File: config.mk
export PLATFORM = sky130hd
export DESIGN_NAME = instr_issue_unit
export DESIGN_NICKNAME = d
export VERILOG_FILES = /design/src/rtl/instr_issue_unit.sv
export SDC_FILE = /design/constraint.sdc
export NUM_CORES = 1
export LEC_CHECK = 0
export ABC_AREA = 1
export CAP_MARGIN = 20
export CORE_MARGIN = 2
export CORE_UTILIZATION = 50
export DETAILED_ROUTE_END_ITERATION = 12
export HOLD_SLACK_MARGIN = 0.02
export PLACE_DENSITY = 0.68
export SYNTH_ARGS = -nofsm -noshare
export SYNTH_HDL_FRONTEND = slang
export SYNTH_SLANG_ARGS = --single-unit
File: constraint.sdc
create_clock -name clk -period 2.92 [get_ports clk]
set_input_delay 0.438 -clock clk [delete_from_list [all_inputs] [get_ports clk]]
set_output_delay 0.438 -clock clk [all_outputs]
set_load 0.02 [all_outputs]
File: src/rtl/instr_issue_unit.sv
// instr_issue_unit
//   Issue-side partner of the 16-bit-instruction compute unit. A short program
//   is loaded byte-serially (high byte first) into a small buffer. On start,
//   the words are issued one at a time. After each instruction that produces a
//   writeback, the unit waits for that writeback and checks it. The latest
//   result and the run status are presented to the chip outputs.
//   The instruction bus stays at NOP (16'h0000) whenever nothing is being
//   issued, because the compute unit executes its input on every enabled cycle.
//
// Optional feature:
//   ISSUE_CYCLE_COUNT_EN adds cycle_count[15:0]. It counts enabled ISSUE/WAIT
//   cycles, saturates at 16'hFFFF and is cleared by an accepted start.
//
// Ports:
//   clk, rst              clock, synchronous active-high reset
//   ena                   global enable; low freezes all state
//   load_byte, load_valid program byte stream, accepted in IDLE only
//   start                 level start request, acted on in IDLE only
//   instruction           to the compute unit; 16'h0000 except in the issue cycle
//   instr_valid           high during the issue cycle
//   data, data_valid      writeback from the compute unit
//   reg_id                writeback target register
//   result_data           data of the last accepted writeback
//   result_reg            register of the last accepted writeback
//   result_valid          one-cycle pulse per accepted writeback
//   busy                  high in ISSUE/WAIT
//   done                  one-cycle pulse when a run ends
//   error                 sticky fault flag (timeout or wrong reg_id)
//   pc                    current program counter
//   cycle_count           (ISSUE_CYCLE_COUNT_EN only) issue/wait cycle count
module instr_issue_unit #(
  parameter int PROG_DEPTH = 16,
  parameter int ADDR_W     = 4,
  parameter int TIMEOUT    = 15
) (
  input  logic              clk,
  input  logic              rst,
  input  logic              ena,
  input  logic [7:0]        load_byte,
  input  logic              load_valid,
  input  logic              start,
  output logic [15:0]       instruction,
  output logic              instr_valid,
  input  logic [7:0]        data,
  input  logic              data_valid,
  input  logic [3:0]        reg_id,
  output logic [7:0]        result_data,
  output logic [3:0]        result_reg,
  output logic              result_valid,
  output logic              busy,
  output logic              done,
  output logic              error,
`ifdef ISSUE_CYCLE_COUNT_EN
  output logic [15:0]       cycle_count,
`endif
  output logic [ADDR_W-1:0] pc
);

  localparam int LEN_W = ADDR_W + 1;
  localparam int TMO_W = 4;

  typedef enum logic [1:0] {S_IDLE, S_ISSUE, S_WAIT, S_END} state_t;

  function automatic logic [LEN_W-1:0] sat_len_inc(input logic [LEN_W-1:0] v);
    if (v == LEN_W'(PROG_DEPTH)) return v;
    return v + LEN_W'(1);
  endfunction

  state_t              state, state_d;
  logic [ADDR_W-1:0]   pc_d;
  logic [ADDR_W-1:0]   load_ptr, load_ptr_d;
  logic [LEN_W-1:0]    prog_len, prog_len_d;
  logic                byte_phase, byte_phase_d;
  logic [TMO_W-1:0]    tmo_cnt, tmo_cnt_d;
  logic                error_d;
  logic [7:0]          result_data_d;
  logic [3:0]          result_reg_d;
  logic                rv_p1, rv_d;
  logic                hi_we, mem_we;
  logic [7:0]          hi_byte;
  logic [15:0]         mem [PROG_DEPTH];
  logic [15:0]         cur_word;
  logic [3:0]          op;
  logic                last_word;

  // pc holds during WAIT and memory is only written in IDLE, so mem[pc]
  // is still the outstanding instruction while its writeback is awaited.
  assign cur_word  = mem[pc];
  assign op        = cur_word[15:12];
  assign last_word = (({1'b0, pc} + LEN_W'(1)) == prog_len);

  assign busy         = (state == S_ISSUE) || (state == S_WAIT);
  assign result_valid = rv_p1 & ena;

  always_comb begin
    state_d       = state;
    pc_d          = pc;
    load_ptr_d    = load_ptr;
    prog_len_d    = prog_len;
    byte_phase_d  = byte_phase;
    tmo_cnt_d     = tmo_cnt;
    error_d       = error;
    result_data_d = result_data;
    result_reg_d  = result_reg;
    rv_d          = 1'b0;
    hi_we         = 1'b0;
    mem_we        = 1'b0;
    instruction   = 16'h0000;
    instr_valid   = 1'b0;
    done          = 1'b0;
    if (ena) begin
      unique case (state)
        S_IDLE: begin
          // start takes priority; a byte arriving with it is dropped
          if (start) begin
            if (prog_len != '0) begin
              error_d = 1'b0;
              pc_d    = '0;
              state_d = S_ISSUE;
            end else begin
              done = 1'b1;
            end
          end else if (load_valid) begin
            byte_phase_d = ~byte_phase;
            if (!byte_phase) begin
              hi_we = 1'b1;
            end else begin
              mem_we     = 1'b1;
              load_ptr_d = load_ptr + ADDR_W'(1);
              prog_len_d = sat_len_inc(prog_len);
            end
          end
        end
        S_ISSUE: begin
          if (op == 4'hF) begin
            state_d = S_END;
          end else begin
            instruction = cur_word;
            instr_valid = 1'b1;
            if (op != 4'h0 && !op[3]) begin
              tmo_cnt_d = '0;
              state_d   = S_WAIT;
            end else if (last_word) begin
              state_d = S_END;
            end else begin
              pc_d = pc + ADDR_W'(1);
            end
          end
        end
        S_WAIT: begin
          // a writeback is checked before the timeout, so data arriving on
          // the cycle the counter hits TIMEOUT is still accepted
          if (data_valid) begin
            if (reg_id == cur_word[11:8]) begin
              result_data_d = data;
              result_reg_d  = reg_id;
              rv_d          = 1'b1;
              if (last_word) begin
                state_d = S_END;
              end else begin
                pc_d    = pc + ADDR_W'(1);
                state_d = S_ISSUE;
              end
            end else begin
              error_d = 1'b1;
              state_d = S_END;
            end
          end else if (tmo_cnt == TMO_W'(TIMEOUT)) begin
            error_d = 1'b1;
            state_d = S_END;
          end else begin
            tmo_cnt_d = tmo_cnt + TMO_W'(1);
          end
        end
        S_END: begin
          done    = 1'b1;
          state_d = S_IDLE;
        end
        default: state_d = S_IDLE;
      endcase
    end
  end

  always_ff @(posedge clk) begin
    if (rst) begin
      state       <= S_IDLE;
      pc          <= '0;
      load_ptr    <= '0;
      prog_len    <= '0;
      byte_phase  <= 1'b0;
      tmo_cnt     <= '0;
      error       <= 1'b0;
      result_data <= '0;
      result_reg  <= '0;
      rv_p1       <= 1'b0;
    end else begin
      state       <= state_d;
      pc          <= pc_d;
      load_ptr    <= load_ptr_d;
      prog_len    <= prog_len_d;
      byte_phase  <= byte_phase_d;
      tmo_cnt     <= tmo_cnt_d;
      error       <= error_d;
      result_data <= result_data_d;
      result_reg  <= result_reg_d;
      rv_p1       <= rv_d;
    end
  end

  always_ff @(posedge clk) begin
    if (hi_we)  hi_byte       <= load_byte;
    if (mem_we) mem[load_ptr] <= {hi_byte, load_byte};
  end

`ifdef ISSUE_CYCLE_COUNT_EN
  function automatic logic [15:0] sat_cnt16_inc(input logic [15:0] v);
    if (v == 16'hFFFF) return v;
    return v + 16'd1;
  endfunction

  logic [15:0] cycle_count_d;

  always_comb begin
    cycle_count_d = cycle_count;
    if (ena) begin
      if (state == S_IDLE && start && prog_len != '0)
        cycle_count_d = '0;
      else if (state == S_ISSUE || state == S_WAIT)
        cycle_count_d = sat_cnt16_inc(cycle_count);
    end
  end

  always_ff @(posedge clk) begin
    if (rst) cycle_count <= '0;
    else     cycle_count <= cycle_count_d;
  end
`endif

endmodule

-- Yosys cells after proc, flatten, opt, wreduce, memory -nomap -nowiden
Memories as Yosys holds them, arrays and structs flattened. A register that Yosys moved wholly into a read port is not among the register bits.
Index checks and enable logic that the tools add are counted.
- bits in latches: 0
- memory bits (writable): 256
- memory bits (read-only): 0
- logic and storage cells: 123
- memories kept: 1
- bits in registers: 42
- reductions and logical operators: 18
- equal/unequal tests: 21
- mux-type cells: 61
- $mul: 0
- $lt $le $gt $ge: 0
- bitwise logic cells: 6
- divide/modulo/power cells: 0
- $add $sub $neg: 5
- shift-type cells: 0
- memory list (name ; depth ; bits a word ; rd ports ; clocked after memory_dff ; write ports ; line ; RTL):
    mem ; 16 ; 16 ; 1 ; 1 ; 1 ; 81 ; logic [15:0] mem [PROG_DEPTH];
- operator list (operator ; number):
    4-bit 2-to-1 mux ; 13
    16-bit 2-to-1 mux ; 3
    1-bit 2-to-1 mux ; 30
    2-bit 2-to-1 mux ; 9
    6-bit AND reduction ; 3
    2-bit != test (second input constant) ; 8
    4-bit by 1-bit adder with 4-bit output (second input constant) ; 3
    4-bit case mux with 3 select lines ; 1
    5-bit AND reduction ; 2
    4-bit equality test (second input constant) ; 2
    2-bit case mux with 4 select lines ; 1
    4-bit case mux with 2 select lines ; 1
    4-bit AND reduction ; 2
    8-bit AND reduction ; 1
    4-bit by 1-bit adder with 5-bit output (second input constant) ; 1
    5-bit by 1-bit adder with 5-bit output (second input constant) ; 1
    5-bit equality test ; 1
    5-bit equality test (second input constant) ; 1
    5-bit 2-to-1 mux ; 1
    1-bit NOT ; 5
    5-bit nonzero test ; 1
    2-bit equality test (second input constant) ; 2
    4-bit equality test ; 1
    2-bit by 1-bit != test with 1-bit output (second input constant) ; 2
    other kinds (14) ; 16

-- Depth between registers and ports, before layout
Gate-level depths: netlist (run 1).
- depth in word-level cells: 9
- mapped depth: 17
- gate-level depth less buffers: 15

-- Worst setup path before layout (run 1)
OpenSTA, ideal clock, no wires.
- path kind: register -> output
- from: register with a tool-made name
- to: output port instruction[0]
- path slack: 0.401 ns
- required time: 2.482 ns
- stages on the path, launching flop included: 14
- path buffers: 3
- data arrival time: 2.081 ns
- path through: dfxtp_1 buf_4 inv_2 buf_6 buf_4 o211ai_1 nand3_1 nand3_1 nand2_1 nand2_1 nor2_4 nor3_4 inv_2 a211oi_1
- RTL lines (element ; line ; RTL):
    end: declaration ; 42 ; output logic [15:0] instruction,

==> results of run 1 <==
-- synth_stat cells (all sizes together) --
cell type    n  area share, %
nand2      280            8.2
nor2       107            3.4
o2111ai      1          0.069
o22ai       26            1.3
nand4        6           0.29
dfxtp       38            6.0
edfxtp     264             62
or2          3           0.15
clkbuf      24           0.71
a21oi       57            2.2
a32o         6           0.47
nor3b        1          0.059
inv        101            3.0
nand3      104            4.2
o21ai       72            2.8
nor3         5           0.28
xnor2        2           0.14
xor2         6           0.41
nand3b       1          0.059
ha          13            1.3
o211ai       5           0.29
a211oi       6           0.43
a31oi        2          0.098
buf         33            1.6
mux2i        6           0.47
-- critical path: stages (launching register included) --
cell and delay [ns]:
dfxtp_4 0.44, clkinv_8 0.10, buf_6 0.14, nand2_1 0.06, nand2_1 0.05, nand2_1 0.05
nand3_1 0.09, nand3_2 0.08, nand2_2 0.06, nand2_2 0.08, nor2_4 0.05, nor3_4 0.24
inv_4 0.10, buf_12 0.15, a211oi_2 0.16, buf_4 0.18
-- timing repair --
item | in CTS | in global routing
setup endpoints to repair | 24 | 37
gates cloned | 0 | 3
buffers inserted | 0 | 5
resized for setup | 110 | 72
pin swaps | 1 | 8
-- power by group through the flow --
stage	clock (W)	sequential, W	combinational (W)
after floorplan	0	0.00478	0.0000373
after global placement	0	0.00479	0.000124
after detailed placement	0	0.00479	0.000125
after CTS	0.00366	0.00469	0.000127
after global routing	0.00381	0.00470	0.000142
final	0.00359	0.00470	0.000129
-- how the worst max path moves through the flow --
stage,start,to,slack [ns],cells past startpoint
floorplan,flip-flop,instruction[0],0.40,13
global placement,flip-flop,instruction[0],-0.25,9
detailed placement,flip-flop,instruction[0],-0.29,9
CTS,flip-flop,instruction[2],-0.04,15
global route,flip-flop,instruction[7],-0.24,15
finish,flip-flop,instruction[6],-0.11,15
-- final cells by class --
class	count	share of cell area, %
clock inverters	16	0.692
repair buffers	151	10.1
inverters	101	2.51
multi-input cells	709	23.5
clock buffers	39	5.18
well taps	330	2.62
repair inverters	2	0.159
flip-flops and latches	302	55.3
-- metrics by stage --
step                      area [um^2]  instances  TNS [ns]  hold WS, ns  utilization [%]
after global routing            15700       1650     -3.12        0.448             62.7
final                           15700       1650     -1.03        0.444             62.7
after CTS                       15300       1642    -0.119        0.425             61.0
after floorplan                 12800       1169         0        0.458                -
after detailed placement        14400       1587    -0.607        0.456             57.2
after global placement          14400       1587    -0.381        0.451             57.2
-- logic make-up (layout without fill, tap and decap cells) --
family / after synthesis / after routing
AOI/OAI and AO/OA: 175 / 175
xor gates and xnor gates: 8 / 8
buffers and inverters: 158 / 309
DFF: 302 / 302
adders and majority gates: 13 / 13
muxes: 6 / 6
and+or+nand+nor: 507 / 507
-- metal layers --
| metal | track usage, % | vias to the layer above |
|---|---|---|
| met4 | 7.22 | 0 |
| met2 | 38.7 | 352 |
| met3 | 3.81 | 52 |
| li1 | - | 4279 |
| met5 | 0 | - |
| met1 | 31.7 | 4364 |
==> results.sh, run 1 <==
export IMPL_yosys_warnings=0
export IMPL_synth_top_family_by_area="simple AND/OR/NAND/NOR gates"
export IMPL_largest_reg_flops=256
export IMPL_m1WireLength_um=13300
export IMPL_setup_viol=16
export IMPL_power_frac_clock_pct=42.7
export IMPL_hold_viol=0
export IMPL_fillers=1967
export IMPL_cap_viol_max_count=0
export IMPL_met3_length_um=2240
export IMPL_seqCellArea_um2=8690
export IMPL_ir_drop_uv=540
export IMPL_rsz0062_at_grt="true"
export IMPL_crit_required_ns=2.48
export IMPL_cts_hold_buf=0
export IMPL_start_util_pct=50.9
export IMPL_fmax_mhz=330
export IMPL_p_comb_share_pct=1.5
export IMPL_largest_register="mem"
export IMPL_nets=1336
export IMPL_min_from="data[6]"
export IMPL_drv_slew=0
export IMPL_cp_max_fo=5
export IMPL_yosysSeqAreaShare_pct=68.0
export IMPL_status="complete, but fails checks"
export IMPL_p_leak_nw=5.88
export IMPL_p_switching_w=0.00165
export IMPL_cts_buffer_depth=3
export IMPL_routed_wl_met2_um=15200
export IMPL_multi_input_area_um2=3690
export IMPL_drtPass1Iterations=5
export IMPL_clk_pin_slew_ns=0.06
export IMPL_period_minus_slack_ns=3.03
export IMPL_area_growth_pct=23.2
export IMPL_avgViaCountPerCell=5.48
export IMPL_track_usage_pct=23.3
export IMPL_synth_simple_gate_area_share_pct=16.7
export IMPL_die_height_um=164
export IMPL_post_route_drc_count=0
export IMPL_worstPathArrival_ns=2.59
export IMPL_cts_buffers_inserted=30
export IMPL_grt_pass1_wl_um=47400
export IMPL_critPathCaptureType="output port"
export IMPL_num_io_pins=63
export IMPL_hold_depth=3
export IMPL_cts_sinks=302
export IMPL_placementRows=58
export IMPL_synth_compound_area_share_pct=7.69
export IMPL_hold_path_end="result_data[6]$_SDFFE_PP0P_"
export IMPL_switching_share_pct=19.5
export IMPL_grt_max_degree=55
export IMPL_routed_top_layer="met4"
export IMPL_core_area_um2=25100
export IMPL_drive_gt1_share_pct=17.0
export IMPL_drt_iter0_markers=853
export IMPL_htree_levels=1
export IMPL_grt_overflow=0
export IMPL_fin_crit_sh_pct=104
export IMPL_n_antenna_cell=0
export IMPL_synth_adder_area_share_pct=1.27
export IMPL_r2r_setup_slack_ns=0.16
export IMPL_synth_xor_area_share_pct=0.549
export IMPL_die_area_um2=26800
export IMPL_finClkSkew_ns=0.0190
export IMPL_ys_seq_elements=302
export IMPL_violations="setup timing"
export IMPL_power_internal_w=0.00677
export IMPL_reg_top3="mem x256, hi_byte x8, result_data x8"
export IMPL_vias=9047
export IMPL_synth_cell_types=36
export IMPL_cts_tree="built"
export IMPL_cts_root_buf="clkbuf_16"
export IMPL_portBuffers=62
export IMPL_clk_insertion_delay_late_ns=0.56
export IMPL_avgSynthCellArea_um2=10.9
export IMPL_synthCells=1169
export IMPL_setup_ws_ns=-0.106
export IMPL_final_common_cell="nand2_1"
export IMPL_start_kind="flip-flop"
export IMPL_worstMarginPinSlew_ns=0.639
export IMPL_wirelength_um=31500
export IMPL_gp_congestion=0.839
export IMPL_pre_cts_ws_ns=-0.287
export IMPL_avgRoutedWirePerCell_um=19.1
export IMPL_synth_area_um2=12800
export IMPL_hold_path_class="in -> reg"
export IMPL_final_cell_mix="nand2_1, edfxtp_1, inv_1"
export IMPL_die_w_um=164
export IMPL_maxSlewHeadroom_pct=57.2
export IMPL_power_total_w=0.00842
export IMPL_antenna_found_initial=0
export IMPL_ant_nets=0
export IMPL_reg2reg_depth=17
export IMPL_synthMuxAreaShare_pct=0.470
export IMPL_synth_fp_nets=1208
export IMPL_critical_path_class="reg -> out"
export IMPL_hpwl_um=19300
export IMPL_powerDensity_nw_per_um2=535
export IMPL_grt_pass1_vias=8581
export IMPL_power_frac_seq_pct=55.8
(Power assumes the default switching activity.)
==> run 2: changes to the inputs <==
--- a/config.mk
+++ b/config.mk
@@ -11,6 +11,7 @@
 export CORE_UTILIZATION = 50
 export DETAILED_ROUTE_END_ITERATION = 12
 export HOLD_SLACK_MARGIN = 0.02
+export MAX_ROUTING_LAYER = met4
 export PLACE_DENSITY = 0.68
 export SYNTH_ARGS = -nofsm -noshare
 export SYNTH_HDL_FRONTEND = slang
==> run 2 against run 1 <==
Net effect: the run still ends with setup timing left; global-route usage is 0.70 points higher; maximum frequency down 0.58%; highest routed layer unchanged; combinational power barely moved.
==> results.sh, run 2 (same netlist as run 1, synthesis figures left out) <==
export IMPL_setup_tns_final_ns=-1.23
export IMPL_grt_pass1_vias=8590
export IMPL_area_growth_pct=23.2
export IMPL_cts_sinks=302
export IMPL_ir_drop_uv=538
export IMPL_critPathCaptureType="output port"
export IMPL_cts_buffers_inserted=30
export IMPL_n_antenna_cell=0
export IMPL_powerDensity_nw_per_um2=535
export IMPL_gp_congestion=0.852
export IMPL_finish_utilization_pct=62.7
export IMPL_reg_top3="mem x256, hi_byte x8, result_data x8"
export IMPL_placementRows=58
export IMPL_setup_viol=16
export IMPL_maxSlewHeadroom_pct=57.1
export IMPL_final_cell_mix="nand2_1, edfxtp_1, inv_1"
export IMPL_worstMarginPinSlew_ns=0.642
export IMPL_cap_viol_max_count=0
export IMPL_hold_viol=0
export IMPL_cts_hold_buf=0
export IMPL_cts_root_buf="clkbuf_16"
export IMPL_setup_ws_ns=-0.124
export IMPL_start_kind="flip-flop"
export IMPL_period_minus_slack_ns=3.04
export IMPL_die_area_um2=26800
export IMPL_htree_levels=1
export IMPL_drt_iter0_markers=916
export IMPL_track_usage_pct=24.0
export IMPL_cts_buffer_depth=3
export IMPL_max_stage_delay_ns=0.44
export IMPL_clk_pin_slew_ns=0.06
export IMPL_slowest_stage="dfxtp_4"
export IMPL_finClkSkew_ns=0.0203
export IMPL_path_cells="clkinv_8 > buf_6 > nand2_1 > nand2_1 > nand2_1 > nand3_1 > nand3_2 > nand2_2 > nand2_2 > nor2_4 > nor3_4 > inv_4 > buf_12 > a211oi_2 > buf_4"
export IMPL_grt_busiest_layer="met2"
export IMPL_fin_crit_sh_pct=104
export IMPL_hold_path_class="in -> reg"
export IMPL_vias=9102
export IMPL_crit_required_ns=2.48
export IMPL_post_route_drc_count=0
export IMPL_critical_path_class="reg -> out"
export IMPL_portBuffers=62
export IMPL_grt_pass1_wl_um=47400
export IMPL_grt_util_met3_pct=3.66
export IMPL_avgRoutedWirePerCell_um=19.1
export IMPL_start_util_pct=50.9
export IMPL_met2_usage_pct=38.6
export IMPL_p_leak_nw=5.88
export IMPL_clk_insertion_delay_late_ns=0.56
export IMPL_grt_max_degree=55
export IMPL_status="complete, but fails checks"
export IMPL_crit_top_cell="nand2_1"
export IMPL_die_height_um=164
export IMPL_cts_tree="built"
export IMPL_drtPass1Iterations=5
export IMPL_rsz0062_at_grt="true"
export IMPL_worstPathArrival_ns=2.61
export IMPL_fillers=1967
export IMPL_final_common_cell="nand2_1"
export IMPL_core_area_um2=25100
export IMPL_nets=1336
export IMPL_wirelength_um=31500
export IMPL_fmax_mhz=329
export IMPL_cp_max_fo=5
export IMPL_violations="setup timing"
export IMPL_grtUsageMet1_pct=31.8
export IMPL_largest_register="mem"
export IMPL_grt_overflow=0
export IMPL_drv_slew=0
export IMPL_die_w_um=164
export IMPL_num_io_pins=63
export IMPL_ant_nets=0
export IMPL_hpwl_um=19300
export IMPL_fin_hold_ws_ns=0.443
export IMPL_avgViaCountPerCell=5.52
export IMPL_antenna_found_initial=0
export IMPL_drive_gt1_share_pct=17.0
export IMPL_largest_reg_flops=256
## run 2: cell counts in the layout (fill, tap and decap cells not counted)
No cell type changed its count.
## run 2: layout make-up
cell class	instances	area [um^2]	area share (%)
timing repair inverter	2	25.0	0.159
clock inverter	16	109	0.692
multi-input combinational	709	3690	23.5
clock buffer	39	815	5.18
tap	330	413	2.62
timing repair buffer	151	1590	10.1
inverter	101	394	2.51
sequential	302	8690	55.3
## run 2: final timing paths
kind                          startpoint                     endpoint  slack (ns)  cells after the start
min reg2reg  result_data[2]$_SDFFE_PP0P_  result_data[2]$_SDFFE_PP0P_        0.46                      2
max                            flip-flop               instruction[6]       -0.12                     15
min                              data[6]  result_data[6]$_SDFFE_PP0P_        0.44                      3
max reg2reg                    flip-flop                    flip-flop        0.15                     17
## run 2: through the flow
stage               instances  worst slack, ns  instance area, um^2  total power, W
floorplan                1169            0.401                12800         0.00482
global placement         1587           -0.251                14400         0.00491
detailed placement       1587           -0.287                14400         0.00491
CTS                      1642          -0.0414                15300         0.00848
global route             1650           -0.238                15700         0.00864
finish                   1650           -0.124                15700         0.00841
## run 2: layer usage
metal / up-vias / wire length, um
met1: 4401 / 13300
met5: - / 0
li1: 4283 / -
met2: 368 / 15300
met3: 50 / 2200
met4: 0 / 773
## run 2: worst max-delay path, delay by kind of cell, from the launching register on
family          cells  cell delay [ns]
compound gates      1             0.16
buf+inv             5             0.67
flops               1             0.44
simple gates        9             0.77
## run 2: where the power goes
group | leakage, nW | internal (W) | switching, W
combinational | 2.75 | 0.0000527 | 0.0000761
clock | 0.452 | 0.00204 | 0.00155
sequential | 2.68 | 0.00468 | 0.0000152
total | 5.88 | 0.00677 | 0.00164
## run 2: repair_timing
action / in CTS / in global routing
setup buffers: 0 / 5
cloned: 0 / 3
endpoints found under the setup margin: 24 / 37
resized for setup: 110 / 72
pin swaps: 1 / 8
==> run 3: changes to the inputs <==
--- a/config.mk
+++ b/config.mk
@@ -9,6 +9,7 @@
 export CAP_MARGIN = 20
 export CORE_MARGIN = 2
 export CORE_UTILIZATION = 50
+export CTS_CLUSTER_DIAMETER = 200
 export DETAILED_ROUTE_END_ITERATION = 12
 export HOLD_SLACK_MARGIN = 0.02
 export MAX_ROUTING_LAYER = met4
==> results of run 3 <==
Same layout as run 2: the final DEF is identical, and so are final timing and power.
